**config.mk**
```make
export PLATFORM = sky130hd
export DESIGN_NAME = addsub_div_seq_flat
export DESIGN_NICKNAME = d
export VERILOG_FILES = /design/src/rtl/addsub_div_seq_if.sv /design/src/rtl/addsub_div_seq.sv /design/src/flat_wrapper.sv
export SDC_FILE = /design/constraint.sdc
export NUM_CORES = 1
export LEC_CHECK = 0
export ABC_CLOCK_PERIOD_IN_PS = 7200
export BUFFER_PORTS_ARGS = -buffer_cell sky130_fd_sc_hd__clkbuf_2
export CAP_MARGIN = 20
export CORE_MARGIN = 4
export CORE_UTILIZATION = 25
export DETAILED_ROUTE_END_ITERATION = 8
export PLACE_DENSITY = 0.51
export SLEW_MARGIN = 20
export SYNTH_ARGS = -nofsm -noshare
export SYNTH_HDL_FRONTEND = slang
export SYNTH_SLANG_ARGS = --single-unit
```
**constraint.sdc**
```tcl
create_clock -name clk -period 7.2 [get_ports clk]
set_clock_uncertainty 0.05 [all_clocks]
set_input_delay 1.08 -clock clk [delete_from_list [all_inputs] [get_ports clk]]
set_output_delay 1.08 -clock clk [all_outputs]
set_load 0.05 [all_outputs]
```
**src/rtl/addsub_div_seq_if.sv**
```systemverilog
// Purpose: request/result bundle between a divider client and addsub_div_seq.
// Latency: none, wires only.
// Backpressure: none; the client must watch busy, because a start while busy is dropped.
// Ports: start/i1/i2 flow client -> divider; busy/done/o1/o2/dz flow divider -> client.
interface addsub_div_seq_if #(
   parameter int WIDTH = 36
);
   logic             start;
   logic [WIDTH-1:0] i1;
   logic [WIDTH-1:0] i2;
   logic             busy;
   logic             done;
   logic [WIDTH-1:0] o1;
   logic [WIDTH-1:0] o2;
   logic             dz;

   // master: the client issuing divisions
   modport master (
      output start, i1, i2,
      input  busy, done, o1, o2, dz
   );

   // slave: the divider
   modport slave (
      input  start, i1, i2,
      output busy, done, o1, o2, dz
   );
endinterface

```
**src/rtl/addsub_div_seq.sv**
```systemverilog
// Purpose: sequential unsigned restoring divider built on one add/sub datapath.
// Latency: done in cycle +WIDTH+1 after the start cycle (+1 for divide-by-zero).
// Backpressure: start is dropped while busy; there is no queue.
// Ports: clk, reset (async, active-high), bus (slave modport).
//        bus.start/i1/i2 form the request: i1 is the dividend, i2 the divisor.
//        bus.o1 is the quotient, bus.o2 the remainder, bus.dz the divide-by-zero flag.
//        bus.busy and bus.done report progress.
module addsub_div_seq #(
   parameter int WIDTH = 36
) (
   input  logic              clk,
   input  logic              reset,
   addsub_div_seq_if.slave   bus
);

   localparam int CW = $clog2(WIDTH + 1);

   typedef enum logic [1:0] {
      IDLE = 2'd0,
      RUN  = 2'd1,
      DONE = 2'd2
   } state_t;

   state_t           state_q;
   state_t           state_d;

   // Partial remainder. Only the low WIDTH bits are kept. After every
   // iteration R < D <= 2^WIDTH-1 holds, so bit WIDTH of R would always be 0.
   // The full WIDTH+1-bit value exists only as the datapath operand below.
   logic [WIDTH-1:0] rem_q;
   logic [WIDTH-1:0] quo_q;   // dividend shifting out, quotient shifting in
   logic [WIDTH-1:0] dvs_q;
   logic [CW-1:0]    cnt_q;

   logic [WIDTH-1:0] o1_q;
   logic [WIDTH-1:0] o2_q;
   logic             dz_q;

   // FSM decode
   logic             load_run;
   logic             load_dz;
   logic             step;
   logic             load_res;

   // --------------------------------------------------------------------
   // Shared add/sub datapath: sum = a + b, or a - b as a + ~b + 1.
   // The divider only uses subtract mode.
   // --------------------------------------------------------------------
   logic             as_sub;
   logic [WIDTH:0]   as_a;
   logic [WIDTH:0]   as_b;
   logic [WIDTH:0]   as_b_eff;
   logic [WIDTH:0]   as_sum;

   assign as_sub   = 1'b1;
   assign as_a     = {rem_q, quo_q[WIDTH-1]};
   assign as_b     = {1'b0, dvs_q};
   assign as_b_eff = as_sub ? ~as_b : as_b;
   assign as_sum   = as_a + as_b_eff + {{WIDTH{1'b0}}, as_sub};

   // Before the shift R < D. So the shifted value is below 2D, and wraps past
   // 2^WIDTH exactly when it is less than D. The MSB of the difference is
   // therefore the borrow.
   logic             trial_ok;
   logic [WIDTH:0]   rem_full_nxt;
   logic [WIDTH-1:0] rem_nxt;
   logic [WIDTH-1:0] quo_nxt;

   assign trial_ok     = ~as_sum[WIDTH];
   assign rem_full_nxt = trial_ok ? as_sum : as_a;
   assign rem_nxt      = rem_full_nxt[WIDTH-1:0];
   assign quo_nxt      = {quo_q[WIDTH-2:0], trial_ok};

   // --------------------------------------------------------------------
   // FSM
   // --------------------------------------------------------------------
   always_ff @(posedge clk or posedge reset) begin
      if (reset) begin
         state_q <= IDLE;
      end else begin
         state_q <= state_d;
      end
   end

   always_comb begin
      state_d  = state_q;
      load_run = 1'b0;
      load_dz  = 1'b0;
      step     = 1'b0;
      load_res = 1'b0;
      unique case (state_q)
         IDLE: begin
            if (bus.start) begin
               if (bus.i2 == '0) begin
                  load_dz = 1'b1;
                  state_d = DONE;
               end else begin
                  load_run = 1'b1;
                  state_d  = RUN;
               end
            end
         end
         RUN: begin
            step = 1'b1;
            // cnt counts the iterations still to go, including this one
            if (cnt_q == CW'(1)) begin
               load_res = 1'b1;
               state_d  = DONE;
            end
         end
         DONE: begin
            state_d = IDLE;
         end
         default: begin
            state_d = IDLE;
         end
      endcase
   end

   // --------------------------------------------------------------------
   // Datapath and result registers
   // --------------------------------------------------------------------
   always_ff @(posedge clk or posedge reset) begin
      if (reset) begin
         rem_q <= '0;
         quo_q <= '0;
         dvs_q <= '0;
         cnt_q <= '0;
         o1_q  <= '0;
         o2_q  <= '0;
         dz_q  <= 1'b0;
      end else begin
         if (load_run) begin
            rem_q <= '0;
            quo_q <= bus.i1;
            dvs_q <= bus.i2;
            cnt_q <= CW'(WIDTH);
         end else if (step) begin
            rem_q <= rem_nxt;
            quo_q <= quo_nxt;
            cnt_q <= cnt_q - CW'(1);
         end

         // The last iteration's results go straight to the outputs, so they
         // are valid from the first DONE cycle onward.
         if (load_res) begin
            o1_q <= quo_nxt;
            o2_q <= rem_nxt;
            dz_q <= 1'b0;
         end else if (load_dz) begin
            o1_q <= '1;
            o2_q <= bus.i1;
            dz_q <= 1'b1;
         end
      end
   end

   assign bus.busy = (state_q != IDLE);
   assign bus.done = (state_q == DONE);
   assign bus.o1   = o1_q;
   assign bus.o2   = o2_q;
   assign bus.dz   = dz_q;

endmodule

```
**src/flat_wrapper.sv**
```systemverilog
// flat-port wrapper written by rule: the top's interface ports become plain ports
module addsub_div_seq_flat 
#(
   parameter int WIDTH = 36
)
  (clk, reset, bus_start, bus_i1, bus_i2, bus_busy, bus_done, bus_o1, bus_o2, bus_dz);
  addsub_div_seq_if #(.WIDTH(WIDTH)) bus_i ();
  input  logic clk;
  input  logic reset;
  input wire logic [$bits(bus_i.start)-1:0] bus_start;
  input wire logic [$bits(bus_i.i1)-1:0] bus_i1;
  input wire logic [$bits(bus_i.i2)-1:0] bus_i2;
  output wire logic [$bits(bus_i.busy)-1:0] bus_busy;
  output wire logic [$bits(bus_i.done)-1:0] bus_done;
  output wire logic [$bits(bus_i.o1)-1:0] bus_o1;
  output wire logic [$bits(bus_i.o2)-1:0] bus_o2;
  output wire logic [$bits(bus_i.dz)-1:0] bus_dz;
  assign bus_i.start = bus_start;
  assign bus_i.i1 = bus_i1;
  assign bus_i.i2 = bus_i2;
  assign bus_busy = bus_i.busy;
  assign bus_done = bus_i.done;
  assign bus_o1 = bus_i.o1;
  assign bus_o2 = bus_i.o2;
  assign bus_dz = bus_i.dz;
  addsub_div_seq #(.WIDTH(WIDTH)) u_core (.clk(clk), .reset(reset), .bus(bus_i));
endmodule
```
# Yosys cells after proc, flatten, opt, wreduce, memory -nomap -nowiden
# Index checks and enable logic that the tools add are counted.
# totals
register_bits	189
word_cells	50
out_inout_bits	75
# classes
n_eq_ne	5
bitwise_logic	2
addsub	3
mux	26
n_reduce_logical	6
# ops
cell	count
36-bit two-way mux	9
37-bit by 1-bit adder with 37-bit output, second input constant	1
37-bit adder	1
36-bit inverter with 37-bit output	1
36-bit zero test	1
6-bit two-way mux	2
1-bit two-way mux	11
6-bit by 1-bit == test with 1-bit output, second input constant	1
2-bit two-way mux	3
2-bit nonzero test	3
6-bit by 1-bit subtractor with 6-bit output, second input constant	1
2-bit one-hot mux with 2 select lines	1
2-bit by 1-bit == test with 1-bit output, second input constant	1
2-bit == test, second input constant	1
2-bit zero test	1
2-bit by 1-bit != test with 1-bit output, second input constant	1
2-bit != test, second input constant	1
2-bit AND reduction	1
1-bit inverter	1

# Logic depth before layout (Yosys ltp)
# depth
depth_word	6
ltp_mapped	15
ltp_nobuf	13

# Least setup slack after synthesis
# Ideal clock, no wire load.
# synth_timing
kind	input to register
from	input bus_i2[7]
to	register u_core.o2_q[25], in the netlist u_core.bus.o2[25]
slack_ns	4.091
t_arrival_ns	2.976
path_stages	8
path_cell_list	nor4_1 -> nand4_1 -> nor4_1 -> clkbuf_1 -> clkbuf_1 -> clkbuf_1 -> a22oi_1 -> o21ai_0
# synth_between
elab_chain_cells	5
# synth_rtl
element	line	source
from (decl)	flat_wrapper.sv:12	input wire logic [$bits(bus_i.i2)-1:0] bus_i2;
36-bit zero test	addsub_div_seq.sv:94	if (bus.i2 == '0) begin
1-bit two-way mux	addsub_div_seq.sv:94	
1-bit two-way mux	addsub_div_seq.sv:93	if (bus.start) begin
1-bit two-way mux	addsub_div_seq.sv:91	unique case (state_q)
2-bit nonzero test (no line)	--	
to (signal assigned)	addsub_div_seq.sv:148	o2_q <= rem_nxt;
to (signal assigned)	addsub_div_seq.sv:152	o2_q <= bus.i1;
to (decl)	addsub_div_seq.sv:36	logic [WIDTH-1:0] o2_q;
# Every way passes these cells.
# A chain may end at the register's enable or synchronous reset.

# Worst setup path after layout
# layout_timing
from	register u_core.quo_q[35]
to	register u_core.o2_q[22], in the netlist u_core.bus.o2[22]
# layout_between
elab_chain_cells	4
# layout_rtl
element	line	source
from (decl)	addsub_div_seq.sv:31	logic [WIDTH-1:0] quo_q;
from (signal assigned)	addsub_div_seq.sv:135	quo_q <= bus.i1;
from (signal assigned)	addsub_div_seq.sv:140	quo_q <= quo_nxt;
37-bit adder	addsub_div_seq.sv:59	assign as_sum = as_a + as_b_eff + {{WIDTH{1'b0}}, as_sub};
37-bit by 1-bit adder with 37-bit output	addsub_div_seq.sv:59	
36-bit two-way mux	addsub_div_seq.sv:70	assign rem_full_nxt = trial_ok ? as_sum : as_a;
36-bit two-way mux	addsub_div_seq.sv:146	if (load_res) begin
# Every way passes these cells.

==> summary.txt <==
================================================================================
Starting density of the core ......................................        25.4%
Routed via count ..................................................         8659
Cell area after layout ............................................    12000 um2
Number of global-route vias before repair .........................         8710
Fin. Hold Viols ...................................................            0
Routed wirelength normalized by instance count ....................      18.4 um
CTS H-tree depth ..................................................            4
Leakage power total ...............................................      5.35 nW
Fmax ..............................................................      252 MHz
Hold_buf cts ......................................................            0
Distinct cell type count of the synthesized netlist ...............           59
Clock Pin Slew Worst Setup and Hold Paths .........................      0.08 ns
Element type at the critical path end .............................     register
Cts bufs inserted .................................................           17
Clock latency on the worst-skew pair ..............................      0.44 ns
WL final ..........................................................     33100 um
Setup slack on the worst flop-to-flop path ........................      3.23 ns
Maximum number of pins on one net before global-route repair ......          139
Buffer levels on the longest clock path ...........................            2
Crit path to ...................................................... u_core.bus.o2[22]
Worst slew margin relative to its limit ...........................        27.1%
Launch point of the worst path .................................... u_core.quo_q[35]
DRT antenna net count .............................................            0
Worst slack after detailed placement ..............................      2.85 ns
Power Density .....................................................   173 nW/um2
Internal Pwr Total ................................................      1.54 mW
Clock Sink Count ..................................................          189
Destination of the worst register-to-register timing path ......... u_core.bus.o2[22]
Global-route wire length before repair ............................     52200 um
RePlAce Congestion ................................................        0.853
Area of the core ..................................................    39900 um2
Yosys warnings ....................................................            0
Critical Path Source Type .........................................     register
Count of flip-flops with a built-in enable after synthesis ........            0
Crit path required time ...........................................      7.44 ns
CTS tree ..........................................................         done
Mean Syn Cell Area ................................................     8.80 um2
Synthesis-to-layout area growth ...................................        17.9%
Max-cap violations ................................................            0
Worst Path Class, Setup ...........................................   reg -> reg
IO buf count ......................................................          149
Net load switching power ..........................................     0.525 mW
Top-level I/O count ...............................................          150
Synthesis-stage register bit count ................................          189
Worst reg2reg startpoint .......................................... u_core.quo_q[35]
Critical Path AT ..................................................      4.21 ns
Clock Root Buffer ................................................. sky130_fd_sc_hd__clkbuf_16
Post-synth net total ..............................................         1267
Global-route total usage across every layer .......................        14.9%
Top FF cell, synth ................................................ sky130_fd_sc_hd__dfrtp_1
GRT overflow ......................................................            0
Total negative slack for setup checks .............................         0 ns
Starting DRT DRC Count ............................................          521
Final worst path period need ......................................      3.97 ns
Setup-violating endpoint count in the final report ................            0
Post-detailed-route via-to-cell ratio .............................         4.82
Count of antenna diodes in the layout .............................            0
Cells resized by post-CTS repair ..................................            0
Clock share of power ..............................................        45.9%
Number of filler cells placed in the layout .......................         4209
Async SR Flop Fraction ............................................         100%
Die area ..........................................................    43900 um2
Portion of the post-synthesis area used by sequential elements ....        46.6%
Final worst-path setup slack ......................................      3.23 ns
Post-synthesis cell count .........................................         1153
Number of remaining DRC errors ....................................            0
Cell area after synthesis .........................................    10100 um2
Setup repair after global routing missed its margin ...............           no
Standard-cell row count ...........................................           73
Post-layout net count .............................................         1373
Pins over their slew limit ........................................            0
Sequential fraction of design power ...............................        51.4%
Count of buffers added by post-CTS timing repair for setup ........            0
Logic pwr share ...................................................         2.7%
Status ............................................................ finished, final reports clean
HPWL Detailed .....................................................     23900 um
Min-Delay Path Class ..............................................   reg -> reg
Antenna violations before repair ..................................            3
Part of the cycle the worst path needs ............................        55.2%
Pre-antenna DRT Iters .............................................            7
Net switching fraction of the power ...............................        25.4%
Placed cell areas .................................................    11400 um2
Slew of the pin with the lowest slew margin .......................      1.09 ns
Worst vdd rail ir drop ............................................     0.107 mV
Largest fanout on the critical path ...............................           35
Fraction of final layout cells with drive strength greater than 1 .        16.6%
Depth of the worst register-to-register path ......................           14
Die outline width .................................................       209 um
Die outline height ................................................       209 um
================================================================================
sequential cells by signal (all words and copies together) (netlist names):
register	flops
u_core.bus.dz	1
u_core.bus.o1	36
u_core.bus.o2	36
u_core.cnt_q	6
u_core.dvs_q	36
u_core.quo_q	36
u_core.rem_q	36
u_core.state_q	2
how the worst min path moves through the flow:
stage | from | end | cells past startpoint
finish | u_core.bus.dz | u_core.bus.dz | 1
detailed placement | u_core.bus.dz | u_core.bus.dz | 1
global placement | u_core.bus.dz | u_core.bus.dz | 1
CTS | u_core.bus.dz | u_core.bus.dz | 1
global route | u_core.quo_q[35] | u_core.quo_q[35] | 2
floorplan | u_core.quo_q[35] | u_core.quo_q[35] | 2
critical path: stages (launching register included):
cell and delay, ns:
sky130_fd_sc_hd__dfrtp_1 0.38, sky130_fd_sc_hd__inv_1 0.07, sky130_fd_sc_hd__ha_1 0.16, sky130_fd_sc_hd__inv_1 0.06
sky130_fd_sc_hd__fa_1 0.41, sky130_fd_sc_hd__a211oi_1 0.23, sky130_fd_sc_hd__nor2_1 0.13, sky130_fd_sc_hd__o21ai_1 0.25
sky130_fd_sc_hd__a21oi_1 0.15, sky130_fd_sc_hd__o21ai_2 0.24, sky130_fd_sc_hd__o211a_1 0.19, sky130_fd_sc_hd__a211o_2 0.42
sky130_fd_sc_hd__buf_4 0.52, sky130_fd_sc_hd__mux2i_1 0.41, sky130_fd_sc_hd__a21oi_1 0.11
power by group through the flow:
stage | combinational, mW | clock, mW | sequential [mW]
after global routing | 0.0642 | 1.02 | 1.06
after CTS | 0.0591 | 0.972 | 1.06
final | 0.0561 | 0.948 | 1.06
after detailed placement | 0.0592 | 0 | 1.08
after global placement | 0.0593 | 0 | 1.08
after floorplan | 0.0169 | 0 | 1.08
per-layer routing:
metal  part of all wire [%]  GRT usage [%]
met5                   0.12              0
met1                     50           22.2
met4                    1.6           3.51
met2                     43           22.0
met3                    5.1           3.33
placed cells by master, fill, tap and decap left out, types with 4 or more instances in the layout:
cell type | netlist | routed
sky130_fd_sc_hd__nand2b_1 | 6 | 6
sky130_fd_sc_hd__nor2_1 | 39 | 37
sky130_fd_sc_hd__clkbuf_2 | 0 | 149
sky130_fd_sc_hd__a21oi_1 | 56 | 56
sky130_fd_sc_hd__o31ai_1 | 6 | 6
sky130_fd_sc_hd__xor2_1 | 12 | 12
sky130_fd_sc_hd__nor3_1 | 15 | 15
sky130_fd_sc_hd__clkbuf_16 | 0 | 17
sky130_fd_sc_hd__clkinv_4 | 0 | 6
sky130_fd_sc_hd__a211oi_1 | 26 | 26
sky130_fd_sc_hd__buf_4 | 0 | 10
sky130_fd_sc_hd__and3_1 | 9 | 9
sky130_fd_sc_hd__a31o_2 | 4 | 4
sky130_fd_sc_hd__inv_8 | 0 | 4
sky130_fd_sc_hd__nand4_1 | 9 | 9
sky130_fd_sc_hd__nor2b_1 | 29 | 28
sky130_fd_sc_hd__a22o_1 | 7 | 7
sky130_fd_sc_hd__mux2i_1 | 32 | 32
sky130_fd_sc_hd__a31oi_1 | 20 | 20
sky130_fd_sc_hd__o211ai_1 | 6 | 6
sky130_fd_sc_hd__a21o_1 | 11 | 11
sky130_fd_sc_hd__ha_1 | 38 | 38
sky130_fd_sc_hd__nor4_1 | 12 | 11
sky130_fd_sc_hd__o21ai_1 | 6 | 6
sky130_fd_sc_hd__inv_1 | 49 | 48
sky130_fd_sc_hd__xnor2_1 | 16 | 16
sky130_fd_sc_hd__o21a_1 | 4 | 4
sky130_fd_sc_hd__o21ai_0 | 130 | 130
sky130_fd_sc_hd__nand2_1 | 248 | 248
sky130_fd_sc_hd__a22oi_1 | 40 | 40
sky130_fd_sc_hd__dfrtp_1 | 189 | 189
sky130_fd_sc_hd__nand3_1 | 18 | 18
cells in the mapped netlist, drive strengths merged, types with 9 or more instances:
library cell | instances | area share, %
nor3 | 15 | 0.74
dfrtp | 189 | 47
mux2i | 32 | 3.2
nor2 | 39 | 1.4
nand3 | 18 | 0.89
a211oi | 26 | 1.9
xnor2 | 16 | 1.4
and3 | 9 | 0.55
xor2 | 12 | 1.0
ha | 38 | 4.7
inv | 49 | 1.8
nand2 | 248 | 9.2
a21o | 11 | 0.81
a21oi | 56 | 2.8
clkbuf | 62 | 2.3
o21ai | 137 | 6.8
a22oi | 40 | 3.0
nand4 | 9 | 0.55
nor4 | 12 | 0.74
buf | 11 | 0.59
nor2b | 29 | 1.8
a31oi | 20 | 1.2
cell families after synthesis:
family | Yosys count | synth area share (%)
multiplexers | 36 | 3.60
XOR/XNOR | 28 | 2.42
AO/OA/AOI/OAI | 338 | 20.4
AND/OR/NAND/NOR | 401 | 17.4
adder cells (fa/ha/maj) | 39 | 4.88
buffers and inverters | 122 | 4.70
flip-flops | 189 | 46.6
layout make-up:
cell class	instances	area [um2]	area share, %
inverters	49	196	1.64
repair buffers	160	832	6.95
clock buffers	17	425	3.55
flip-flops and latches	189	4730	39.5
clock inverters	15	153	1.28
well taps	525	657	5.49
multi-input cells	842	4970	41.6
per-stage QoR:
step | power [mW] | utilization, % | instances | hold WS [ns]
floorplan | 1.10 | - | 1153 | 0.396
global placement | 1.14 | 28.5 | 1764 | 0.417
detailed placement | 1.14 | 28.5 | 1765 | 0.420
CTS | 2.09 | 30.0 | 1797 | 0.442
global route | 2.14 | 30.0 | 1797 | 0.474
finish | 2.06 | 30.0 | 1797 | 0.438
(Power assumes the default switching activity.)
